File: config.mk
export PLATFORM = sky130hd
export DESIGN_NAME = parity_tx_ctrl
export DESIGN_NICKNAME = d
export VERILOG_FILES = /design/src/rtl/parity_pkg.sv /design/src/rtl/parity_calc.sv /design/src/rtl/parity_tx_ctrl.sv
export SDC_FILE = /design/constraint.sdc
export NUM_CORES = 1
export LEC_CHECK = 0
export BUFFER_PORTS_ARGS = -buffer_cell sky130_fd_sc_hd__buf_2
export CORE_AREA = 3 3 48 50
export DETAILED_ROUTE_END_ITERATION = 10
export DIE_AREA = 0 0 51 53
export PLACE_DENSITY = 0.91
export SYNTH_ARGS = -nofsm -noshare
export SYNTH_HDL_FRONTEND = slang
export SYNTH_SLANG_ARGS = --single-unit
export TNS_END_PERCENT = 20
File: constraint.sdc
create_clock -name clk -period 3 [get_ports clk]
set_input_delay 0.15 -clock clk [delete_from_list [all_inputs] [get_ports clk]]
set_output_delay 0.15 -clock clk [all_outputs]
set_load 0.02 [all_outputs]
File: src/rtl/parity_pkg.sv
// Shared definitions for the parity frame transmitter: FSM state encoding,
// parity mode codes and the idle level of the serial line.
package parity_pkg;

  typedef enum logic [2:0] {
    IDLE   = 3'd0,
    START  = 3'd1,
    DATA   = 3'd2,
    PARITY = 3'd3,
    STOP   = 3'd4
  } tx_state_e;

  localparam logic PAR_EVEN    = 1'b0;
  localparam logic PAR_ODD     = 1'b1;
  localparam logic TX_IDLE_LVL = 1'b1;

endpackage

File: src/rtl/parity_calc.sv
// Parity bit generator: with mode=0 (even) the returned bit makes the total
// number of ones in data plus parity even; with mode=1 (odd) it makes it odd.
module parity_calc #(
  parameter int DATA_W = 8
) (
  input  logic [DATA_W-1:0] data,
  input  logic              mode,
  output logic              parity
);

  function automatic logic xor_parity(input logic [DATA_W-1:0] d, input logic m);
    return (^d) ^ m;
  endfunction

  assign parity = xor_parity(data, mode);

endmodule

File: src/rtl/parity_tx_ctrl.sv
// Serial frame transmitter: accepts one word over valid/ready and sends
// start(0), data LSB first, parity, stop(1), each bit held CLKS_PER_BIT clocks.
// Optional build macro PARITY_TX_FRAME_CNT_EN adds a 16-bit completed-frame
// counter output (frame_cnt) that wraps at 0xFFFF.
module parity_tx_ctrl
  import parity_pkg::*;
#(
  parameter int DATA_W       = 8,
  parameter int CLKS_PER_BIT = 4
) (
  input  logic              clk,
  input  logic              rst,
  input  logic              in_valid,
  output logic              in_ready,
  input  logic [DATA_W-1:0] in_data,
  input  logic              par_mode,
  output logic              tx,
  output logic              busy,
  output logic              done
`ifdef PARITY_TX_FRAME_CNT_EN
  ,
  output logic [15:0]       frame_cnt
`endif
);

  localparam int TW = (CLKS_PER_BIT > 1) ? $clog2(CLKS_PER_BIT) : 1;
  localparam int BW = (DATA_W > 1) ? $clog2(DATA_W) : 1;
  localparam logic [TW-1:0] TICK_LAST = TW'(CLKS_PER_BIT - 1);
  localparam logic [TW-1:0] TICK_ONE  = TW'(1);
  localparam logic [TW-1:0] TICK_ZERO = TW'(0);
  localparam logic [BW-1:0] BIT_LAST  = BW'(DATA_W - 1);
  localparam logic [BW-1:0] BIT_ONE   = BW'(1);
  localparam logic [BW-1:0] BIT_ZERO  = BW'(0);

  tx_state_e         state_r, next_state_s;
  logic [TW-1:0]     tick_r, next_tick_s;
  logic [BW-1:0]     bit_idx_r, next_bit_s;
  logic [DATA_W-1:0] data_r;
  logic              mode_r;
  logic              par_s;
  logic              accept_s;
  logic              tick_wrap_s;
  logic              tx_s, busy_s, done_s;
  logic              tx_r, busy_r, done_r;

  // Parity always follows the latched word and mode, so it is stable all frame.
  parity_calc #(.DATA_W(DATA_W)) u_parity_calc (
    .data   (data_r),
    .mode   (mode_r),
    .parity (par_s)
  );

  assign in_ready = (state_r == IDLE) & ~rst;
  assign tx       = tx_r;
  assign busy     = busy_r;
  assign done     = done_r;

  // Next-state, bit/tick sequencing and next values of the registered outputs.
  always_comb begin
    next_state_s = state_r;
    next_tick_s  = tick_r;
    next_bit_s   = bit_idx_r;
    accept_s     = 1'b0;
    tick_wrap_s  = (tick_r == TICK_LAST);
    case (state_r)
      IDLE: begin
        if (in_valid) begin
          next_state_s = START;
          next_tick_s  = TICK_ZERO;
          next_bit_s   = BIT_ZERO;
          accept_s     = 1'b1;
        end else begin
          next_state_s = IDLE;
        end
      end
      START: begin
        if (tick_wrap_s) begin
          next_state_s = DATA;
          next_tick_s  = TICK_ZERO;
          next_bit_s   = BIT_ZERO;
        end else begin
          next_tick_s = tick_r + TICK_ONE;
        end
      end
      DATA: begin
        if (tick_wrap_s) begin
          next_tick_s = TICK_ZERO;
          if (bit_idx_r == BIT_LAST) begin
            next_state_s = PARITY;
            next_bit_s   = BIT_ZERO;
          end else begin
            next_bit_s = bit_idx_r + BIT_ONE;
          end
        end else begin
          next_tick_s = tick_r + TICK_ONE;
        end
      end
      PARITY: begin
        if (tick_wrap_s) begin
          next_state_s = STOP;
          next_tick_s  = TICK_ZERO;
        end else begin
          next_tick_s = tick_r + TICK_ONE;
        end
      end
      STOP: begin
        if (tick_wrap_s) begin
          next_state_s = IDLE;
          next_tick_s  = TICK_ZERO;
        end else begin
          next_tick_s = tick_r + TICK_ONE;
        end
      end
      default: begin
        next_state_s = IDLE;
        next_tick_s  = TICK_ZERO;
        next_bit_s   = BIT_ZERO;
      end
    endcase

    // tx is registered, so it is decoded from the state being entered.
    case (next_state_s)
      IDLE:    tx_s = TX_IDLE_LVL;
      START:   tx_s = 1'b0;
      DATA:    tx_s = data_r[next_bit_s];
      PARITY:  tx_s = par_s;
      STOP:    tx_s = TX_IDLE_LVL;
      default: tx_s = TX_IDLE_LVL;
    endcase

    busy_s = (next_state_s != IDLE);
    done_s = (state_r == STOP) && (next_state_s == IDLE);
  end

  // State, counters, latched payload and registered line outputs.
  always_ff @(posedge clk or posedge rst) begin
    if (rst) begin
      state_r   <= IDLE;
      tick_r    <= TICK_ZERO;
      bit_idx_r <= BIT_ZERO;
      data_r    <= {DATA_W{1'b0}};
      mode_r    <= PAR_EVEN;
      tx_r      <= TX_IDLE_LVL;
      busy_r    <= 1'b0;
      done_r    <= 1'b0;
    end else begin
      state_r   <= next_state_s;
      tick_r    <= next_tick_s;
      bit_idx_r <= next_bit_s;
      tx_r      <= tx_s;
      busy_r    <= busy_s;
      done_r    <= done_s;
      if (accept_s) begin
        data_r <= in_data;
        mode_r <= par_mode;
      end
    end
  end

`ifdef PARITY_TX_FRAME_CNT_EN
  logic [15:0] frame_cnt_r;

  assign frame_cnt = frame_cnt_r;

  // Count completed frames; updates together with the done pulse and wraps.
  always_ff @(posedge clk or posedge rst) begin
    if (rst) begin
      frame_cnt_r <= 16'h0000;
    end else if (done_s) begin
      frame_cnt_r <= frame_cnt_r + 16'h0001;
    end
  end
`endif

endmodule
==> results.sh <==
export IMPL_syn_nets=113
export IMPL_start_util=0.5863
export IMPL_area_growth_pct=13.85
export IMPL_synth_edff_count=0
export IMPL_crit_path_end_kind="flop"
export IMPL_yosysUniqueCellTypes=38
export IMPL_hold_path_class="in -> reg"
export IMPL_critPathLaunch="state_r[2]$_DFF_PP0_"
export IMPL_async_flop_share=1.000
export IMPL_p_per_area_nw_per_um2=1120
export IMPL_cts_path_max_buffers=2
export IMPL_power_frac_seq=0.365
export IMPL_clk_latency_ps=300
export IMPL_vias=821
export IMPL_port_buffers=15
export IMPL_outcome="completed"
export IMPL_syn_area_um2=1139
export IMPL_finClkSkew_ps=6.695
export IMPL_worstSetupStartpointType="flop"
export IMPL_fmax_mhz=473.6
export IMPL_antenna_found_initial=0
export IMPL_htreeDepth=1
export IMPL_setup_viol=0
export IMPL_p_int_mw=0.9064
export IMPL_synth_largest_area_cell="dfrtp_1"
export IMPL_grt_pass1_wl_mm=3.284
export IMPL_vdd_ir_drop_max_mv=0.8735
export IMPL_fin_setup_tns_ps=0
export IMPL_r2r_start="state_r[2]$_DFF_PP0_"
export IMPL_slew_headroom=0.5117
export IMPL_p_sw_mw=0.5450
export IMPL_setup_ws_ps=888.3
export IMPL_synthTopCellsByCount="19 x dfrtp_1, 9 x mux2_2, 7 x nand2_1, 7 x xnor2_1, 5 x nor2_1"
export IMPL_fin_nets=131
export IMPL_ys_flop_type="dfrtp_1"
export IMPL_required_ps=3240
export IMPL_final_max_slew_viol_count=0
export IMPL_grt_overflow=0
export IMPL_antenna_left=0
export IMPL_path_max_fanout=12
export IMPL_worst_pin_slew_ps=731.7
export IMPL_gp_congestion=0.9211
export IMPL_grt_max_degree=21
export IMPL_yosysSeqAreaShare=0.4407
export IMPL_cts_buffers=3
export IMPL_cts_tree="done"
export IMPL_synthCells=98
export IMPL_period_needed_ps=2112
export IMPL_worstSetupPathType="reg -> reg"
export IMPL_ios=16
export IMPL_yosysWarnings=0
export IMPL_leakagePower_nw=0.5553
export IMPL_synth_top_cells_by_area="dfrtp_1 42%, mux2_2 8.9%, xnor2_1 5.4%"
export IMPL_die_area_um2=2703
export IMPL_syn_area_per_cell_um2=11.62
export IMPL_pwr_share_comb=0.485
export IMPL_routed_wl_mm=1.976
export IMPL_clkPwrFrac=0.151
export IMPL_num_rows=16
export IMPL_yosysTopAreaCellShare=0.4176
export IMPL_arrival_ps=2350
export IMPL_diodes=0
export IMPL_hold_violations=0
export IMPL_die_width_um=51
export IMPL_clkTransAtPathRegs_ps=110
export IMPL_core_area_um2=1942
export IMPL_dp_slack_ps=933.1
export IMPL_vias_per_cell=5.782
export IMPL_rsz0062_at_grt="no"
export IMPL_layout_drive_gt1_share=0.3217
export IMPL_hp_start="par_mode"
export IMPL_drt_iter0_drc=11
export IMPL_drv_cap=0
export IMPL_root_buffer="clkbuf_4"
export IMPL_switching_share=0.3755
export IMPL_fin_crit_sh=0.7039
export IMPL_synth_most_common_cell="dfrtp_1"
export IMPL_hpwl_mm=1.520
export IMPL_grt_pass1_vias=861
export IMPL_die_h_um=53
export IMPL_drc_errors=0
export IMPL_grt_usage=0.1674
export IMPL_clock_sinks=20
export IMPL_ys_ff_latch=20
export IMPL_post_cts_setup_buffer_count=0
export IMPL_drtPass1Iterations=4
export IMPL_wl_per_cell_um=13.92
-- stage by stage --
step / utilization / cells / hold WS, ps / power [mW] / cell area [um^2]
floorplan: - / 98 / 113.1 / 1.118 / 1139
global placement: 0.6353 / 137 / 308.1 / 1.205 / 1234
detailed placement: 0.6353 / 137 / 323.5 / 1.245 / 1234
CTS: 0.6675 / 142 / 57.98 / 1.464 / 1296
global route: 0.6675 / 142 / 57.86 / 1.557 / 1296
finish: 0.6675 / 142 / 64.35 / 1.451 / 1296
-- cells in the final DEF, fill, tap and decap left out, drive strengths merged, types with 3 or more instances in the layout --
cell type  count
o31ai          4
ha             3
xor2           3
nor2           5
inv            4
mux2           9
xnor2          7
buf           16
nand2          7
clkbuf         3
mux2i          4
dfrtp         19
-- critical path, stage by stage, from the launching register on --
cell and delay, ps:
dfrtp_1 640, nor4b_4 80, buf_4 200, o21bai_4 200
o31ai_2 370, nand2_1 100, a32oi_1 210, mux2i_1 110
a22oi_2 130
-- logic make-up (layout without fill, tap and decap cells) --
logic type | after synthesis | in the layout | share of synthesized area
AOI/OAI and AO/OA | 15 | 15 | 0.1363
xor gates and xnor gates | 10 | 10 | 0.07693
adders and majority gates | 3 | 3 | 0.03297
buffers and inverters | 8 | 25 | 0.03186
DFF | 20 | 20 | 0.4407
muxes | 13 | 13 | 0.1242
and+or+nand+nor | 29 | 29 | 0.1572
-- repair_timing --
item                      4_1_cts  5_1_grt
gates resized for setup         0        0
hold endpoints to repair       19        0
hold buffers                    1        0
-- per-layer routing --
metal	wire length, um	track usage	share of wire	vias to the layer above
li1	-	-	-	388
met4	78	0.1211	0.039	0
met5	0	0	0	-
met1	787	0.1688	0.40	399
met2	1026	0.3047	0.52	23
met3	84	0.03380	0.043	11
-- final timing paths --
kind,to,slack [ps],cells past startpoint
min in group asynchronous,state_r[2]$_DFF_PP0_,510,3
setup / recovery,tx$_DFF_PP1_,890,8
hold / removal,mode_r$_DFFE_PP0P_,60,2
setup reg to reg,tx$_DFF_PP1_,890,8
max in group asynchronous,bit_idx_r[2]$_DFF_PP0_,2030,3
hold reg to reg,tick_r[0]$_DFFE_PP0P_,500,1
-- power groups by stage --
stage / registers [mW] / clock network, mW / logic, mW
final: 0.529 / 0.219 / 0.703
after CTS: 0.530 / 0.224 / 0.710
after detailed placement: 0.537 / 0 / 0.708
after global routing: 0.547 / 0.232 / 0.778
after global placement: 0.525 / 0 / 0.681
after floorplan: 0.484 / 0 / 0.634
-- final cells by class --
class / instances / area (um^2)
clock buffer: 3 / 22.52
clock inverter: 1 / 30.03
fill: 158 / 645.6
inverter: 4 / 15.01
multi-input combinational: 70 / 600.6
sequential: 20 / 501.7
tap: 27 / 33.78
timing repair buffer: 17 / 92.59
-- registers in the layout, summed over array words and instances, names as in the netlist --
| register | cells |
|---|---|
| mode_r | 1 |
| state_r | 3 |
| tick_r | 2 |
| bit_idx_r | 3 |
| busy | 1 |
| done | 1 |
| data_r | 8 |
| tx | 1 |
Power figures use the tool's default switching activity.
